--- src/rtl/lr_train_sequencer_pkg.sv ---
// Shared constants, FSM state encoding and row word-index helpers for the
// linear-regression training sequencer.
package lr_pkg;

   localparam int unsigned MAX_FEATURES = 8;
   localparam int unsigned WORD_W       = 16;
   localparam int unsigned ROW_WORDS    = MAX_FEATURES + 1;
   localparam int unsigned ROW_W        = WORD_W * ROW_WORDS;

   typedef enum logic [2:0] {
      S_IDLE,
      S_LOAD,
      S_WRITE,
      S_RUN,
      S_CAPTURE,
      S_DRAIN,
      S_DONE
   } state_t;

   // Word k of a row occupies [word_msb(k):word_lsb(k)]; k=0 is the MS word.
   function automatic int unsigned word_lsb(input int unsigned k);
      return ROW_W - WORD_W * (k + 1);
   endfunction

   function automatic int unsigned word_msb(input int unsigned k);
      return ROW_W - 1 - WORD_W * k;
   endfunction

   function automatic logic [WORD_W-1:0] row_word(input logic [ROW_W-1:0] row,
                                                  input int unsigned     k);
      return WORD_W'(row >> word_lsb(k));
   endfunction

endpackage

--- src/rtl/lr_train_sequencer_row_packer.sv ---
// Row register shared by LOAD (packing host words, MS word first) and
// DRAIN (unpacking the captured weight vector, MS word first).
module lr_row_packer #(
   parameter int unsigned NWORDS = 9,
   parameter int unsigned WORD_W = 16
) (
   input  logic                       clk,
   input  logic                       rst,
   input  logic                       clear,
   input  logic                       load,
   input  logic                       shift,
   input  logic [NWORDS*WORD_W-1:0]   load_data,
   input  logic [WORD_W-1:0]          shift_in,
   output logic [NWORDS*WORD_W-1:0]   row
);

   localparam int unsigned ROW_W = NWORDS * WORD_W;

   // Shifting left moves the oldest word toward the MS end.
   always_ff @(posedge clk) begin
      if (rst || clear) begin
         row <= '0;
      end else if (load) begin
         row <= load_data;
      end else if (shift) begin
         row <= {row[ROW_W-WORD_W-1:0], shift_in};
      end
   end

endmodule

--- src/rtl/lr_train_sequencer.sv ---
// Load/train/readback sequencer for the linear-regression training core.
// Optional RUN watchdog enabled by defining LR_SEQ_TIMEOUT_EN.
module lr_train_sequencer #(
   parameter int unsigned MAX_DP         = 6,
   parameter int unsigned MAX_FEATURES   = lr_pkg::MAX_FEATURES,
   parameter int unsigned ADDR_WIDTH     = 3,
   parameter int unsigned WORD_W         = lr_pkg::WORD_W,
   parameter int unsigned ROW_W          = WORD_W * (MAX_FEATURES + 1),
   parameter int unsigned TIMEOUT_CYCLES = 65535
) (
   input  logic                  CLK,
   input  logic                  rst,
   input  logic                  start,
   input  logic [ADDR_WIDTH-1:0] cfg_dps,
   input  logic                  in_valid,
   output logic                  in_ready,
   input  logic [WORD_W-1:0]     in_data,
   output logic [ADDR_WIDTH-1:0] ram_addr,
   output logic                  ram_we,
   output logic [ROW_W-1:0]      ram_wdata,
   output logic                  core_enable,
   input  logic [ADDR_WIDTH-1:0] core_addr,
   input  logic                  core_fin,
   input  logic [ROW_W-1:0]      core_wt,
   output logic                  out_valid,
   input  logic                  out_ready,
   output logic [WORD_W-1:0]     out_data,
   output logic                  busy,
   output logic                  done,
   output logic                  err
);

   import lr_pkg::*;

   localparam int unsigned           WCW       = $clog2(MAX_FEATURES + 1);
   localparam logic [WCW-1:0]        LAST_WORD = WCW'(MAX_FEATURES);
   localparam logic [ADDR_WIDTH-1:0] DP_MAX    = ADDR_WIDTH'(MAX_DP);

   state_t                state;
   logic [WCW-1:0]        word_cnt;
   logic [ADDR_WIDTH-1:0] row_cnt;
   logic [ADDR_WIDTH-1:0] dps_q;
   logic [ADDR_WIDTH-1:0] addr_q;
   logic [ROW_W-1:0]      row_q;
   logic                  cfg_ok;
   logic                  load_acc;
   logic                  drain_acc;
   logic                  pk_clear;
   logic                  pk_load;
   logic                  pk_shift;
   logic [WORD_W-1:0]     pk_in;
   logic                  timeout;

   assign cfg_ok    = (cfg_dps != '0) && (cfg_dps <= DP_MAX);
   assign load_acc  = (state == S_LOAD) && in_valid && in_ready;
   assign drain_acc = (state == S_DRAIN) && out_valid && out_ready;
   assign pk_clear  = (state == S_IDLE) && start && cfg_ok;
   assign pk_load   = (state == S_RUN) && core_fin;
   assign pk_shift  = load_acc || drain_acc;
   assign pk_in     = (state == S_LOAD) ? in_data : '0;

   lr_row_packer #(
      .NWORDS (MAX_FEATURES + 1),
      .WORD_W (WORD_W)
   ) u_packer (
      .clk       (CLK),
      .rst       (rst),
      .clear     (pk_clear),
      .load      (pk_load),
      .shift     (pk_shift),
      .load_data (core_wt),
      .shift_in  (pk_in),
      .row       (row_q)
   );

   // The core owns the RAM address for the whole of RUN, with no register in the path.
   assign ram_addr  = (state == S_RUN) ? core_addr : addr_q;
   assign ram_wdata = row_q;
   assign out_data  = row_word(row_q, 0);

`ifdef LR_SEQ_TIMEOUT_EN
   localparam int unsigned RCW = $clog2(TIMEOUT_CYCLES + 1);

   logic [RCW-1:0] run_cnt;

   // Counts RUN cycles; leaves RUN on its last value, so it never wraps.
   always_ff @(posedge CLK) begin
      if (rst || (state != S_RUN)) begin
         run_cnt <= '0;
      end else begin
         run_cnt <= run_cnt + RCW'(1);
      end
   end

   assign timeout = (run_cnt == RCW'(TIMEOUT_CYCLES - 1));
`else
   assign timeout = 1'b0;
`endif

   // Sequencer FSM with registered outputs.
   always_ff @(posedge CLK) begin
      if (rst) begin
         state       <= S_IDLE;
         word_cnt    <= '0;
         row_cnt     <= '0;
         dps_q       <= '0;
         addr_q      <= '0;
         in_ready    <= 1'b0;
         ram_we      <= 1'b0;
         core_enable <= 1'b0;
         out_valid   <= 1'b0;
         busy        <= 1'b0;
         done        <= 1'b0;
         err         <= 1'b0;
      end else begin
         ram_we <= 1'b0;
         done   <= 1'b0;
         err    <= 1'b0;
         case (state)
            S_IDLE: begin
               if (start) begin
                  if (cfg_ok) begin
                     dps_q    <= cfg_dps;
                     row_cnt  <= '0;
                     word_cnt <= '0;
                     in_ready <= 1'b1;
                     busy     <= 1'b1;
                     state    <= S_LOAD;
                  end else begin
                     err <= 1'b1;
                  end
               end
            end
            S_LOAD: begin
               if (load_acc) begin
                  if (word_cnt == LAST_WORD) begin
                     word_cnt <= '0;
                     in_ready <= 1'b0;
                     ram_we   <= 1'b1;
                     addr_q   <= row_cnt;
                     state    <= S_WRITE;
                  end else begin
                     word_cnt <= word_cnt + WCW'(1);
                  end
               end
            end
            S_WRITE: begin
               if (row_cnt == dps_q) begin
                  core_enable <= 1'b1;
                  state       <= S_RUN;
               end else begin
                  row_cnt  <= row_cnt + ADDR_WIDTH'(1);
                  in_ready <= 1'b1;
                  state    <= S_LOAD;
               end
            end
            S_RUN: begin
               if (core_fin) begin
                  core_enable <= 1'b0;
                  state       <= S_CAPTURE;
               end else if (timeout) begin
                  core_enable <= 1'b0;
                  busy        <= 1'b0;
                  err         <= 1'b1;
                  state       <= S_IDLE;
               end
            end
            S_CAPTURE: begin
               word_cnt  <= '0;
               out_valid <= 1'b1;
               state     <= S_DRAIN;
            end
            S_DRAIN: begin
               if (drain_acc) begin
                  if (word_cnt == LAST_WORD) begin
                     out_valid <= 1'b0;
                     done      <= 1'b1;
                     state     <= S_DONE;
                  end else begin
                     word_cnt <= word_cnt + WCW'(1);
                  end
               end
            end
            S_DONE: begin
               busy  <= 1'b0;
               state <= S_IDLE;
            end
            default: begin
               state <= S_IDLE;
            end
         endcase
      end
   end

endmodule

--- config.mk ---
export PLATFORM = sky130hd
export DESIGN_NAME = lr_train_sequencer
export DESIGN_NICKNAME = d
export VERILOG_FILES = /design/src/rtl/lr_train_sequencer_pkg.sv /design/src/rtl/lr_train_sequencer_row_packer.sv /design/src/rtl/lr_train_sequencer.sv
export SDC_FILE = /design/constraint.sdc
export NUM_CORES = 1
export LEC_CHECK = 0
export BUFFER_PORTS_ARGS = -buffer_cell sky130_fd_sc_hd__buf_2
export CORE_MARGIN = 2
export CORE_UTILIZATION = 30
export DETAILED_ROUTE_END_ITERATION = 6
export PLACE_DENSITY = 0.65
export RECOVER_POWER = 25
export SLEW_MARGIN = 20
export SYNTH_ARGS = -nofsm -noshare
export SYNTH_HDL_FRONTEND = slang
export SYNTH_SLANG_ARGS = --single-unit
--- constraint.sdc ---
create_clock -name CLK -period 1.91 [get_ports CLK]
set_input_delay 0 -clock CLK [delete_from_list [all_inputs] [get_ports CLK]]
set_output_delay 0 -clock CLK [all_outputs]
set_load 0.02 [all_outputs]
### Word-level counts from Yosys, hierarchy flattened

Cells that the tools add are included.

| word-level totals | value |
|---|---|
| register bits after elaboration | 167 |
| word-level logic and storage cells | 109 |

| cells by class | value |
|---|---|
| eq/ne operators | 18 |
| mux-type cells | 38 |
| add/sub/neg operators | 2 |
| bitwise operators | 6 |
| reduce and logical (&&, ||, !) cells | 31 |
| $lt $le $gt $ge | 1 |

Operator list:

| operator | count |
|---|---|
| 2-to-1 mux 144 bit | 2 |
| 2-to-1 mux 3 bit | 11 |
| 2-to-1 mux 4 bit | 6 |
| case mux 3 bit (6 select lines) | 1 |
| 2-to-1 mux 16 bit | 1 |
| != test 2 bit (second input constant) | 8 |
| case mux 4 bit (4 select lines) | 1 |
| AND reduction 3 bit | 5 |
| AND reduction 6 bit | 2 |
| 2-to-1 mux 1 bit | 10 |
| nonzero test 2 bit | 5 |
| equality test 3 bit (second input constant) | 3 |
| OR reduction 3 bit | 3 |
| logical AND 1 bit | 8 |
| AND reduction 7 bit | 1 |
| equality test 3 x 2 -> 1 bit (second input constant) | 2 |
| inverter 1 bit | 6 |
| case mux 1 bit (2 select lines) | 3 |
| case mux 3 bit (2 select lines) | 1 |
| nonzero test 3 bit | 2 |
| adder 4 x 1 -> 4 bit (second input constant) | 1 |
| equality test 4 bit (second input constant) | 1 |
| != test 2 x 1 -> 1 bit (second input constant) | 2 |
| AND reduction 4 bit | 1 |
| other kinds (9) | 10 |

### Logic depth before layout (Yosys ltp)

| depth | value |
|---|---|
| depth in word-level cells | 6 |
| gate-level depth with buffers | 9 |

### Cells and area by module

A second synthesis with hierarchy kept.

| unflattened totals | value |
|---|---|
| cells, all modules | 811 |
| area, all modules | 8886.0 um^2 |

By module, submodules not included:

| module | area an instance (um^2) | cells an instance | instances |
|---|---|---|---|
| lr_row_packer | 7418.4 | 640 | 1 |
| lr_train_sequencer | 1467.7 | 171 | 1 |

### Worst setup path after synthesis

No wires, ideal clock.

| timing path | value |
|---|---|
| kind | flip-flop to flip-flop |
| start | register state[2] |
| end | register u_packer.row[53] |
| path buffers | 4 |
| path slack | -0.013 ns |
| period minus slack after synthesis | 1.923 ns |
| setup time | 0.130 ns |
| stages on the path, launching flop included | 9 |
| required time | 1.780 ns |
| arrival time | 1.793 ns |
| cell sequence | dfxtp_1 -> buf_6 -> nor4b_2 -> nand3_1 -> nand2b_1 -> buf_6 -> buf_12 -> dlygate4sd1_1 -> a211oi_1 |

| on the way | value |
|---|---|
| word-level cells in the longest chain between the ends | 5 |
| elaborated cells on any way between the ends | 15 |

Ends and longest elaborated chain:

| element | line | text |
|---|---|---|
| start, declared | lr_train_sequencer.sv:39 | `state_t state;` |
| start signal, assigned | lr_train_sequencer.sv:103 | `state <= S_IDLE;` |
| start signal, assigned | lr_train_sequencer.sv:128 | `state <= S_LOAD;` |
| start signal, assigned | lr_train_sequencer.sv:141 | `state <= S_WRITE;` |
| equality test 3 x 1 -> 1 bit / equality test 3 bit (equally long branches) | lr_train_sequencer.sv:55, lr_train_sequencer.sv:56 |  |
| logical AND 1 bit, on equally long branches (2 in series) | lr_train_sequencer.sv:55, lr_train_sequencer.sv:56 |  |
| logical OR 1 bit | lr_train_sequencer.sv:59 | `assign pk_shift = load_acc \|\| drain_acc;` |
| nonzero test 2 bit (no line) | n/a |  |
| end signal, assigned | lr_train_sequencer_row_packer.sv:24 | `row <= load_data;` |
| end signal, assigned | lr_train_sequencer_row_packer.sv:26 | `row <= {row[ROW_W-WORD_W-1:0], shift_in};` |
| end, declared | lr_train_sequencer_row_packer.sv:14 | `output logic [NWORDS*WORD_W-1:0] row` |

Parallel ways exist; a longest one is shown, timed or not.
A chain may end at the register's enable or synchronous reset.

### Final worst setup path

| timing path | value |
|---|---|
| start | register state[2] |
| end | register u_packer.row[65] |

The elaborated chain is that of the path after synthesis.

==> results.ini <==
[outcome]
status = finished clean

[die]
start_util_pct = 30.42
pin_count = 342
die_w_um = 169.1
placement_rows = 60
die_y_um = 169.1
die-area_sq_um = 28590
core-area_sq_um = 26880

[global_route]
grt_max_degree = 66
grt_pass1_wl_um = 46460
grt_usage_pct = 20.81
antenna_found_initial = 0
busiest_layer = met2
grt_use_met2_pct = 35.78
grtUsageMet3_pct = 4.863
grt_pass1_vias = 8295
gr-total-overflow = 0
met1_usage_pct = 24.96

[pwr]
p_per_area_nw_per_um2 = 697.0
comb_power_share_pct = 13.0
intPower_mw = 6.388
seqPwrFrac_pct = 42.2
sw_frac_of_total_pct = 25.81
power_switching_mw = 2.222
leakage_nw = 4.544
p_clk_share_pct = 44.8
fin_total_pwr_mw = 8.611
vdd_ir_drop_max_uv = 493.6

[route]
drt_pass1_iterations = 5
wl_per_cell_um = 18.98
drcViolationCount = 0
drt_iter0_markers = 496
drt-total-wl_um = 31150
routed_via_density = 5.171
via_count = 8485
postRouteAntennaNets = 0

[placed_design]
dp_hpwl_um = 21570
routabilityCongestion = 0.8850
port_buffers = 341
pre_cts_slack_ns = 0.04292

[final_layout]
nNetsFinal = 1462
drive_gt1_share_pct = 29.08
fillers = 2570
n_antenna_cell = 0
syn_to_final_growth_pct = 51.09

[timing]
fin_crit_ns = 1.852
rsz0062_at_grt = false
fin_hold_ws_ns = 0.005011
finalCritPeriodShare_pct = 96.96
finalHoldViolations = 0
worst_pin_slew_ns = 0.5766
max_slew_margin_pct = 61.07
max_freq_ghz = 0.5400
tns_ns = 0
setup_violations = 0
skew_ns = 0.01627
drv_slew = 0
worst_slack_ns = 0.05805

[clock_tree]
htreeDepth = 4
cts_root_buf = clkbuf_16
path_clk_slew_ns = 0.08
cts_tree = built
cts_made_buffers = 17
cts_sinks = 167
clkLatencyLatePin_ns = 0.42
clk_path_buf_depth = 2

[synthesis]
synth_nets = 999
ys_ff_latch = 167
yosysTopAreaCell = dfxtp_1
yosysSeqAreaShare_pct = 40.89
synth_top_area_share_pct = 40.89
synth.avg_cell_area_sq_um = 9.923
syn_area_sq_um = 8177
async_reset_ff_share_pct = 0
yosysWarnings = 0
synth-edff-count = 0
syn_inst = 824
synth_area_leaders = dfxtp_1, mux2i_1, a211oi_1
ys.flop_type = dfxtp_1
synth.distinct_cells = 58

[critical_path]
worstSetupEndpointType = register
critPathMaxFanout = 31
cp.arrival_ns = 2.18
cp.required_ns = 2.24
slowest_delay_ns = 0.45
worst-setup-path-type = reg2reg
critPathLaunchType = register
crit_path_cell_trace = or3b_4, o22ai_4, buf_4, buf_12, nor3_1, a211oi_1
crit_slowest_cell = or3b_4

[job]
drv_cap = 0

[hold_path]
hold_path_class = in2reg

cell usage in the layout (no fill, tap or decap), types with 3 or more instances in the layout:
master | synthesis | layout
a211oi_1 | 148 | 148
a21oi_1 | 10 | 10
a22oi_1 | 16 | 16
a31oi_1 | 3 | 3
buf_12 | 4 | 17
buf_2 | 34 | 258
buf_4 | 22 | 41
bufinv_16 | 0 | 4
clkbuf_1 | 22 | 83
clkbuf_16 | 0 | 20
dfxtp_1 | 167 | 167
dlygate4sd3_1 | 0 | 142
ha_1 | 3 | 3
inv_1 | 6 | 6
inv_6 | 0 | 4
mux2_2 | 3 | 3
mux2i_1 | 134 | 131
mux2i_2 | 0 | 3
nand2_1 | 4 | 4
nand2b_1 | 8 | 7
nand3_1 | 5 | 5
nand3b_1 | 3 | 3
nor2_1 | 13 | 13
nor3_1 | 149 | 148
o41ai_1 | 3 | 3
xor2_1 | 3 | 3
cell families after synthesis:
family	share of synthesized area, %
AND/OR/NAND/NOR	14.05
AO/OA/AOI/OAI	17.86
flip-flops	40.89
multiplexers	16.82
buffers and inverters	9.610
XOR/XNOR	0.3214
adder cells (fa/ha/maj)	0.4591
layout make-up:
class                           instances  area [sq um]  share of cell area [%]
Multi-Input combinational cell        547          4088                   33.09
Timing Repair Buffer                  548          3825                   30.96
Sequential cell                       167          3343                   27.06
Clock buffer                           18         439.2                   3.555
Tap cell                              341         426.7                   3.454
Clock inverter                         14         210.2                   1.701
Inverter                                6         22.52                  0.1823
path summary, 6_finish.rpt:
path / startpoint / end / slack [ns] / cells past startpoint
max: state[2] / u_packer.row[65] / 0.06 / 6
min: core_wt[59] / u_packer.row[59] / 0.005 / 3
min reg2reg: dps_q[1] / dps_q[1] / 0.47 / 2
max reg2reg: state[2] / u_packer.row[65] / 0.06 / 6
what timing repair did:
action,CTS,global route
endpoints found under the setup margin,0,53
hold buffers,141,1
setup buffers,0,6
resized for setup,0,7
hold endpoints to repair,126,1
registers in the layout, indices dropped and copies added, names as in the netlist:
signal,flops
err,1
state,3
ram_we,1
row_cnt,3
dps_q,3
out_valid,1
word_cnt,4
in_ready,1
addr_q,3
busy,1
core_enable,1
done,1
u_packer.row,144
layer usage:
metal | share of wire [%] | up-vias | wire length, um
li1 | - | 4059 | -
met1 | 42 | 4001 | 12980
met2 | 49 | 370 | 15120
met3 | 6.4 | 55 | 1981
met4 | 3.4 | 0 | 1068
met5 | 0 | - | 0
synth_stat cells, drive strengths merged (2+ instances only):
master / n
nand2: 4
nor3: 149
mux2i: 134
nor2: 14
a31oi: 3
nand2b: 8
o21ai: 2
a41oi: 2
o41ai: 3
a21oi: 10
o21a: 2
buf: 65
inv: 6
nand3b: 4
o32ai: 2
or3: 2
clkbuf: 37
dlygate4sd1: 2
ha: 3
nor4b: 2
nor4: 3
xor2: 3
and3: 2
or4b: 2
nor2b: 2
or2: 2
a22oi: 16
or3b: 3
a211oi: 148
mux2: 3
dfxtp: 167
nand3: 5
stage by stage:
stage                     std cells  util (%)  instance area [sq um]
after floorplan                 824         -                   8185
after global placement         1458     37.98                  10210
final                          1641     45.97                  12350
after CTS                      1631     45.65                  12270
after detailed placement       1458     37.98                  10210
after global routing           1641     45.97                  12350
worst max-delay path: cells and delay by family, from the launching register on:
kind / cells / cell delay [ns]
AOI/OAI and AO/OA: 2 / 0.42
buffers and inverters: 2 / 0.41
DFF: 1 / 0.38
and+or+nand+nor: 2 / 0.53
power groups by stage:
stage                     combinational, mW  sequential [mW]  clock (mW)
after floorplan                       0.435             3.78           0
after global placement                0.870             3.71           0
after detailed placement              0.879             3.71           0
after CTS                              1.10             3.63        3.96
after global routing                   1.20             3.64        4.10
final                                  1.12             3.64        3.85
No activity file was read; power rests on OpenSTA's default activity.
